$ cat config.mk
export PLATFORM = sky130hd
export DESIGN_NAME = sm_hex_display_mux
export DESIGN_NICKNAME = d
export VERILOG_FILES = /design/src/rtl/sm_hex_display_mux.sv
export SDC_FILE = /design/constraint.sdc
export NUM_CORES = 1
export LEC_CHECK = 0
export CORE_UTILIZATION = 48
export CTS_CLUSTER_DIAMETER = 50
export CTS_CLUSTER_SIZE = 10
export DETAILED_ROUTE_END_ITERATION = 6
export PLACE_DENSITY = 0.75
export SYNTH_ARGS = -nofsm -noshare
export SYNTH_HDL_FRONTEND = slang
export SYNTH_SLANG_ARGS = --single-unit
$ cat constraint.sdc
create_clock -name clkIn -period 2.2 [get_ports clkIn]
set_input_delay 0.66 -clock clkIn [delete_from_list [all_inputs] [get_ports clkIn]]
set_output_delay 0.66 -clock clkIn [all_outputs]
set_load 0.01 [all_outputs]
$ cat src/rtl/sm_hex_display_mux.sv
// sm_hex_display_mux
// Time-multiplexed hexadecimal seven-segment scanner. One shared segment bus
// plus one select line per digit. The displayed value is latched once per frame,
// so a value that changes during a scan never appears half-updated on the display.
// Brightness is set by how many of the 16 phases in each digit slot are lit.
//
// Parameters:
//   DIGITS         number of digits scanned (1..8)
//   SUB_DIV        clocks per brightness phase (>=1)
//   SEG_ACTIVE_LOW 1 = seg/seg_dp driven low to light
//   DIG_ACTIVE_LOW 1 = dig_sel driven low to select
//
// Ports:
//   clkIn       in   single clock, rising edge
//   rst_n       in   asynchronous active-low reset
//   enable      in   scan run; 0 freezes counters and darkens the display
//   value       in   nibble k shown on digit k (digit 0 = least significant)
//   dp          in   decimal point per digit
//   brightness  in   lit phases per slot (0 = dark, 15 = 15/16 duty)
//   seg         out  segments a..g on bits 0..6
//   seg_dp      out  decimal point segment
//   dig_sel     out  one-hot digit select
//   frame       out  one-cycle pulse at the start of each new frame
//
// Optional feature: define SM_HEX_MUX_BLANK_EN to blank leading zeros.

module sm_hex_display_mux #(
  parameter int DIGITS         = 4,
  parameter int SUB_DIV        = 3125,
  parameter int SEG_ACTIVE_LOW = 1,
  parameter int DIG_ACTIVE_LOW = 1
) (
  input  logic                  clkIn,
  input  logic                  rst_n,
  input  logic                  enable,
  input  logic [4*DIGITS-1:0]   value,
  input  logic [DIGITS-1:0]     dp,
  input  logic [3:0]            brightness,
  output logic [6:0]            seg,
  output logic                  seg_dp,
  output logic [DIGITS-1:0]     dig_sel,
  output logic                  frame
);

  localparam int SUB_W = (SUB_DIV > 1) ? $clog2(SUB_DIV) : 1;
  localparam int IDX_W = (DIGITS > 1) ? $clog2(DIGITS) : 1;
  localparam logic [SUB_W-1:0]  SUB_LAST = SUB_W'(SUB_DIV - 1);
  localparam logic [IDX_W-1:0]  IDX_LAST = IDX_W'(DIGITS - 1);
  localparam logic [6:0]        SEG_OFF  = (SEG_ACTIVE_LOW != 0) ? 7'h7F : 7'h00;
  localparam logic              DP_OFF   = (SEG_ACTIVE_LOW != 0);
  localparam logic [DIGITS-1:0] DIG_OFF  = (DIG_ACTIVE_LOW != 0) ? {DIGITS{1'b1}} : {DIGITS{1'b0}};

  logic [SUB_W-1:0]    sub_q;
  logic [3:0]          phase_q;
  logic [IDX_W-1:0]    idx_q;
  logic [4*DIGITS-1:0] shadowVal_q;
  logic [DIGITS-1:0]   shadowDp_q;

  logic [6:0]          seg_q, seg_d;
  logic                segDp_q, segDp_d;
  logic [DIGITS-1:0]   digSel_q, digSel_d;
  logic                frame_q, frame_d;

  logic                tick;
  logic                frameTick;
  logic                lit;
  logic [DIGITS-1:0]   blank;
  logic [3:0]          curNib;
  logic                curDp;
  logic                curBlank;
  logic [DIGITS-1:0]   curOneHot;
  logic [6:0]          segOn;

  // Active-high hex glyphs, bit0 = a ... bit6 = g.
  function automatic logic [6:0] hexDecode(input logic [3:0] nib);
    logic [6:0] s;
    case (nib)
      4'h0: s = 7'h3F;
      4'h1: s = 7'h06;
      4'h2: s = 7'h5B;
      4'h3: s = 7'h4F;
      4'h4: s = 7'h66;
      4'h5: s = 7'h6D;
      4'h6: s = 7'h7D;
      4'h7: s = 7'h07;
      4'h8: s = 7'h7F;
      4'h9: s = 7'h6F;
      4'hA: s = 7'h77;
      4'hB: s = 7'h7C;
      4'hC: s = 7'h39;
      4'hD: s = 7'h5E;
      4'hE: s = 7'h79;
      default: s = 7'h71;
    endcase
    return s;
  endfunction

  // A tick closes a digit slot; the tick on the last digit closes the frame.
  always_comb begin
    tick      = enable & (sub_q == SUB_LAST) & (phase_q == 4'hF);
    frameTick = tick & (idx_q == IDX_LAST);
  end

  // Scan counters. All three freeze while enable is low so the scan resumes
  // exactly where it stopped.
  always_ff @(posedge clkIn or negedge rst_n) begin
    if (!rst_n) begin
      sub_q   <= '0;
      phase_q <= '0;
      idx_q   <= '0;
    end else if (enable) begin
      if (sub_q == SUB_LAST) begin
        sub_q   <= '0;
        phase_q <= phase_q + 4'd1;
      end else begin
        sub_q <= sub_q + SUB_W'(1);
      end
      if (tick) begin
        idx_q <= (idx_q == IDX_LAST) ? '0 : idx_q + IDX_W'(1);
      end
    end
  end

  // Shadow copy of value/dp, loaded only at the frame boundary so a whole
  // frame always shows one consistent value.
  always_ff @(posedge clkIn or negedge rst_n) begin
    if (!rst_n) begin
      shadowVal_q <= '0;
      shadowDp_q  <= '0;
    end else if (frameTick) begin
      shadowVal_q <= value;
      shadowDp_q  <= dp;
    end
  end

`ifdef SM_HEX_MUX_BLANK_EN
  logic higherZero;

  // Walk down from the top digit: a digit is blank while it and every digit
  // above it hold zero. Digit 0 is never blanked.
  always_comb begin
    blank      = '0;
    higherZero = 1'b1;
    for (int k = DIGITS - 1; k > 0; k--) begin
      higherZero = higherZero & (shadowVal_q[4*k +: 4] == 4'h0);
      blank[k]   = higherZero;
    end
  end
`else
  always_comb begin
    blank = '0;
  end
`endif

  // Pick the nibble, dp and blank flag of the digit currently being scanned.
  always_comb begin
    curNib    = '0;
    curDp     = 1'b0;
    curBlank  = 1'b0;
    curOneHot = '0;
    for (int k = 0; k < DIGITS; k++) begin
      if (idx_q == IDX_W'(k)) begin
        curNib       = shadowVal_q[4*k +: 4];
        curDp        = shadowDp_q[k];
        curBlank     = blank[k];
        curOneHot[k] = 1'b1;
      end
    end
  end

  // Next output values: lit only for the first 'brightness' phases of a slot.
  always_comb begin
    lit      = enable & (phase_q < brightness);
    segOn    = curBlank ? 7'h00 : hexDecode(curNib);
    seg_d    = SEG_OFF;
    segDp_d  = DP_OFF;
    digSel_d = DIG_OFF;
    if (lit) begin
      seg_d    = (SEG_ACTIVE_LOW != 0) ? ~segOn : segOn;
      segDp_d  = (SEG_ACTIVE_LOW != 0) ? ~curDp : curDp;
      digSel_d = (DIG_ACTIVE_LOW != 0) ? ~curOneHot : curOneHot;
    end
    frame_d = frameTick;
  end

  // Registered outputs; reset drives everything to the inactive level.
  always_ff @(posedge clkIn or negedge rst_n) begin
    if (!rst_n) begin
      seg_q    <= SEG_OFF;
      segDp_q  <= DP_OFF;
      digSel_q <= DIG_OFF;
      frame_q  <= 1'b0;
    end else begin
      seg_q    <= seg_d;
      segDp_q  <= segDp_d;
      digSel_q <= digSel_d;
      frame_q  <= frame_d;
    end
  end

  assign seg     = seg_q;
  assign seg_dp  = segDp_q;
  assign dig_sel = digSel_q;
  assign frame   = frame_q;

endmodule
==> insert_results.sql <==
INSERT INTO impl_metrics (metric_group, metric, value, unit) VALUES
('placed_design', 'hpwl', '3869', 'um'),
('finish', 'layoutNonFillerInstCount', '399', ''),
('logic_synthesis', 'xor_xnor_share_of_the_synthesized_area', '3.395', '%'),
('global_route', 'global_route.usage.total', '20.30', '%'),
('logic_synthesis', 'synthSimpleGateAreaFrac', '22.70', '%'),
('cts', 'path_clk_slew', '0.09', 'ns'),
('run_status', 'status', 'complete, no violations', ''),
('cts', 'worstSkewPairLatency', '0.30', 'ns'),
('worst_setup_path', 'worst-path-max-fanout', '6', ''),
('finish', 'antenna-diode-count', '0', ''),
('floorplan', 'top_level_ports', '40', ''),
('worst_setup_path', 'setup.worst_path.class', 'register to register', ''),
('logic_synthesis', 'yosys.area_share.adder', '7.759', '%'),
('placed_design', 'dpl.cell_count', '388', ''),
('global_route', 'grt_pass1_vias', '1916', ''),
('logic_synthesis', 'fraction_of_the_mapped_netlist_area_in_compound_gates', '10.18', '%'),
('floorplan', 'coreArea', '5140', 'sq um'),
('sta', 'fin_crit_sh', '94.45', '%'),
('logic_synthesis', 'synth_area_per_cell', '9.627', 'sq um'),
('logic_synthesis', 'synth_top_family_by_area', 'simple AND/OR/NAND/NOR gates', ''),
('floorplan', 'die_x', '75.32', 'um'),
('worst_setup_path', 'worst_setup_end_kind', 'register', ''),
('worst_setup_path', 'reg2reg_from', 'idx_q[0]', ''),
('worst_setup_path', 'kind_of_start_point_of_the_critical_path', 'register', ''),
('logic_synthesis', 'muxShareOfSynthArea', '2.473', '%'),
('detailed_routing', 'post_drt_via_cell_ratio', '5.060', ''),
('detailed_routing', 'post_drt_wl_per_cell', '13.07', 'um'),
('floorplan', 'floorplan.die.height', '75.32', 'um'),
('logic_synthesis', 'post_synth_inst_count', '268', ''),
('worst_setup_path', 'origin_of_the_worst_setup_path', 'idx_q[0]', ''),
('detailed_routing', 'drt_first_iter_violations', '59', ''),
('cts', 'clockBufferDepth', '2', ''),
('detailed_routing', 'drt_drc_violations_left', '0', ''),
('worst_setup_path', 'timing.rr.end', 'seg[3]', ''),
('sta', 'final_period_minus_worst_setup_slack', '2.078', 'ns'),
('worst_hold_path', 'hold_path_class', 'input port to async pin', ''),
('global_route', 'number_of_antenna_violations_at_the_first_check_in_global_routing', '0', ''),
('power_and_ir_drop', 'irDropWorstVdd', '0.0003404', 'V'),
('floorplan', 'rows', '26', ''),
('logic_synthesis', 'synthesis.area', '2580', 'sq um'),
('sta', 'report.final.setup_viol', '0', ''),
('worst_setup_path', 'crit_required', '2.41', 'ns'),
('worst_setup_path', 'critical_path_arrival', '2.29', 'ns'),
('logic_synthesis', 'yosys_warnings', '0', ''),
('detailed_routing', 'routed-via-count', '2019', ''),
('floorplan', 'effective_utilization_at_floorplan', '50.19', '%'),
('flow_run', 'maxCapViolations', '0', ''),
('worst_setup_path', 'worstSetupEndpoint', 'seg[3]', ''),
('detailed_routing', 'antenna_left', '0', ''),
('global_route', 'globalRoute.totalOverflow', '0', ''),
('global_route', 'global_route_wire_length_before_repair', '8721', 'um'),
('sta', 'final_hold_viol_count', '0', ''),
('cts', 'cts_tree', 'done', ''),
('logic_synthesis', 'yosysSeqAreaShare', '50.05', '%'),
('logic_synthesis', 'synthDistinctLibCells', '52', ''),
('power_and_ir_drop', 'power.density', '557.7', 'nW/um^2'),
('sta', 'worst_slew_slack_as_a_fraction_of_its_limit', '66.97', '%'),
('finish', 'syn_to_final_growth', '31.72', '%'),
('power_and_ir_drop', 'finalPower', '0.001895', 'W'),
('worst_setup_path', 'reg2reg_depth', '8', ''),
('sta', 'fmaxAchievable', '481.2', 'MHz'),
('cts', 'clock_tree.root_cell', 'clkbuf_8', ''),
('detailed_routing', 'wirelength', '5213', 'um'),
('sta', 'finalWorstSetupSlack', '0.1220', 'ns'),
('sta', 'maxSlewViolCount', '0', ''),
('cts', 'clkSinkCount', '51', ''),
('finish', 'fin_nets', '371', ''),
('floorplan', 'design.die.area', '5672', 'sq um'),
('power_and_ir_drop', 'total_leakage_power', '1.587', 'nW'),
('finish', 'layout-drive-gt1-share', '21.28', '%'),
('cts', 'cts_htree_levels', '2', '');
## cells by family (layout without fill, tap and decap cells)
group | count (synthesis) | in the layout
flops | 51 | 51
simple gates | 124 | 124
buf+inv | 22 | 83
compound gates | 39 | 39
fa+ha+maj | 16 | 16
xor+xnor | 10 | 10
mux | 6 | 6
## state kept, by name (all words and copies together), names as in the netlist
signal / cells
seg_dp: 1
frame: 1
sub_q: 12
shadowDp_q: 4
dig_sel: 4
phase_q: 4
idx_q: 2
seg: 7
shadowVal_q: 16
## worst min-delay path by stage
stage | start | to | slack [ns] | depth (start not counted)
2_1_floorplan | rst_n | frame | 0.36 | 0
3_3_place_gp | shadowVal_q[12] | shadowVal_q[12] | 0.45 | 2
3_5_place_dp | shadowVal_q[15] | shadowVal_q[15] | 0.46 | 2
4_1_cts | rst_n | sub_q[9] | 0.32 | 1
5_1_grt | rst_n | sub_q[8] | 0.35 | 1
6_report | rst_n | sub_q[9] | 0.31 | 1
## per-stage QoR
| stage | utilization [%] | setup TNS (ns) | cell area, sq um | hold slack, ns |
|---|---|---|---|---|
| after floorplan | - | 0 | 2580 | 0.3644 |
| after global placement | 62.03 | -3.767 | 3188 | 0.4514 |
| after detailed placement | 62.03 | -4.084 | 3188 | 0.4587 |
| after CTS | 64.29 | 0 | 3304 | 0.3224 |
| after global routing | 66.11 | -0.003901 | 3398 | 0.3460 |
| final | 66.11 | 0 | 3398 | 0.3118 |
## layer usage
layer  global-route usage [%]  vias to the layer above  routed length (um)
li1                         -                     1025                   -
met1                    29.25                      944                2488
met2                    32.44                       43                2478
met3                    3.175                        7                 180
met4                    4.938                        0                  65
met5                        0                        -                   0
## cells in the mapped netlist (all sizes together) (5+ instances only)
cell,count,area (sq um)
nand2,83,314.1
dfrtp,39,975.9
ha,16,200.2
inv,13,48.80
dfstp,12,315.3
o21ai,12,60.06
nand3,7,35.03
xnor2,7,61.31
nor2,6,22.52
and3,5,31.28
clkbuf,5,20.01
## repair_timing
item | 4_1_cts | 5_1_grt
resized for setup | 3 | 23
pin swaps | 2 | 3
endpoints found under the setup margin | 8 | 12
setup buffers | 0 | 3
hold buffers | 0 | 0
cloned | 0 | 0
## placed cells by master, fill, tap and decap left out, drive strengths merged, types with 2 or more instances in the layout
master,n
nor2b,2
mux2i,3
inv,13
nor3,3
nor4,3
buf,24
nand2,83
o221ai,3
nand2b,2
xor2,3
dfrtp,39
o211ai,2
xnor2,7
a211o,2
nor2,6
clkdlybuf4s50,37
o22ai,2
nand3,7
nand3b,4
a21oi,4
a31oi,2
and3,5
mux2,3
o21ai,12
ha,16
dfstp,12
clkbuf,7
## critical path, cell delays in order, from the launching register on
cell	delay [ns]
dfrtp_2	0.45
ha_2	0.24
or3b_2	0.47
o21ai_2	0.11
a31oi_4	0.07
inv_2	0.10
ha_1	0.25
mux2i_1	0.17
a32oi_1	0.12
## final cells by class
class	instances	area, sq um
fillers	409	1742
flip-flops and latches	51	1292
multi-input cells	195	1280
repair buffers	62	585.6
clock buffers	7	96.34
well taps	70	87.58
inverters	13	48.80
clock inverters	1	7.507
## power breakdown
group	switching [W]	internal, W	leakage, nW
Sequential	0.0000624	0.00100	0.653
Clock	0.000295	0.000286	0.0505
Combinational	0.000111	0.000136	0.883
Total	0.000469	0.00143	1.59
Power figures use the tool's default switching activity.
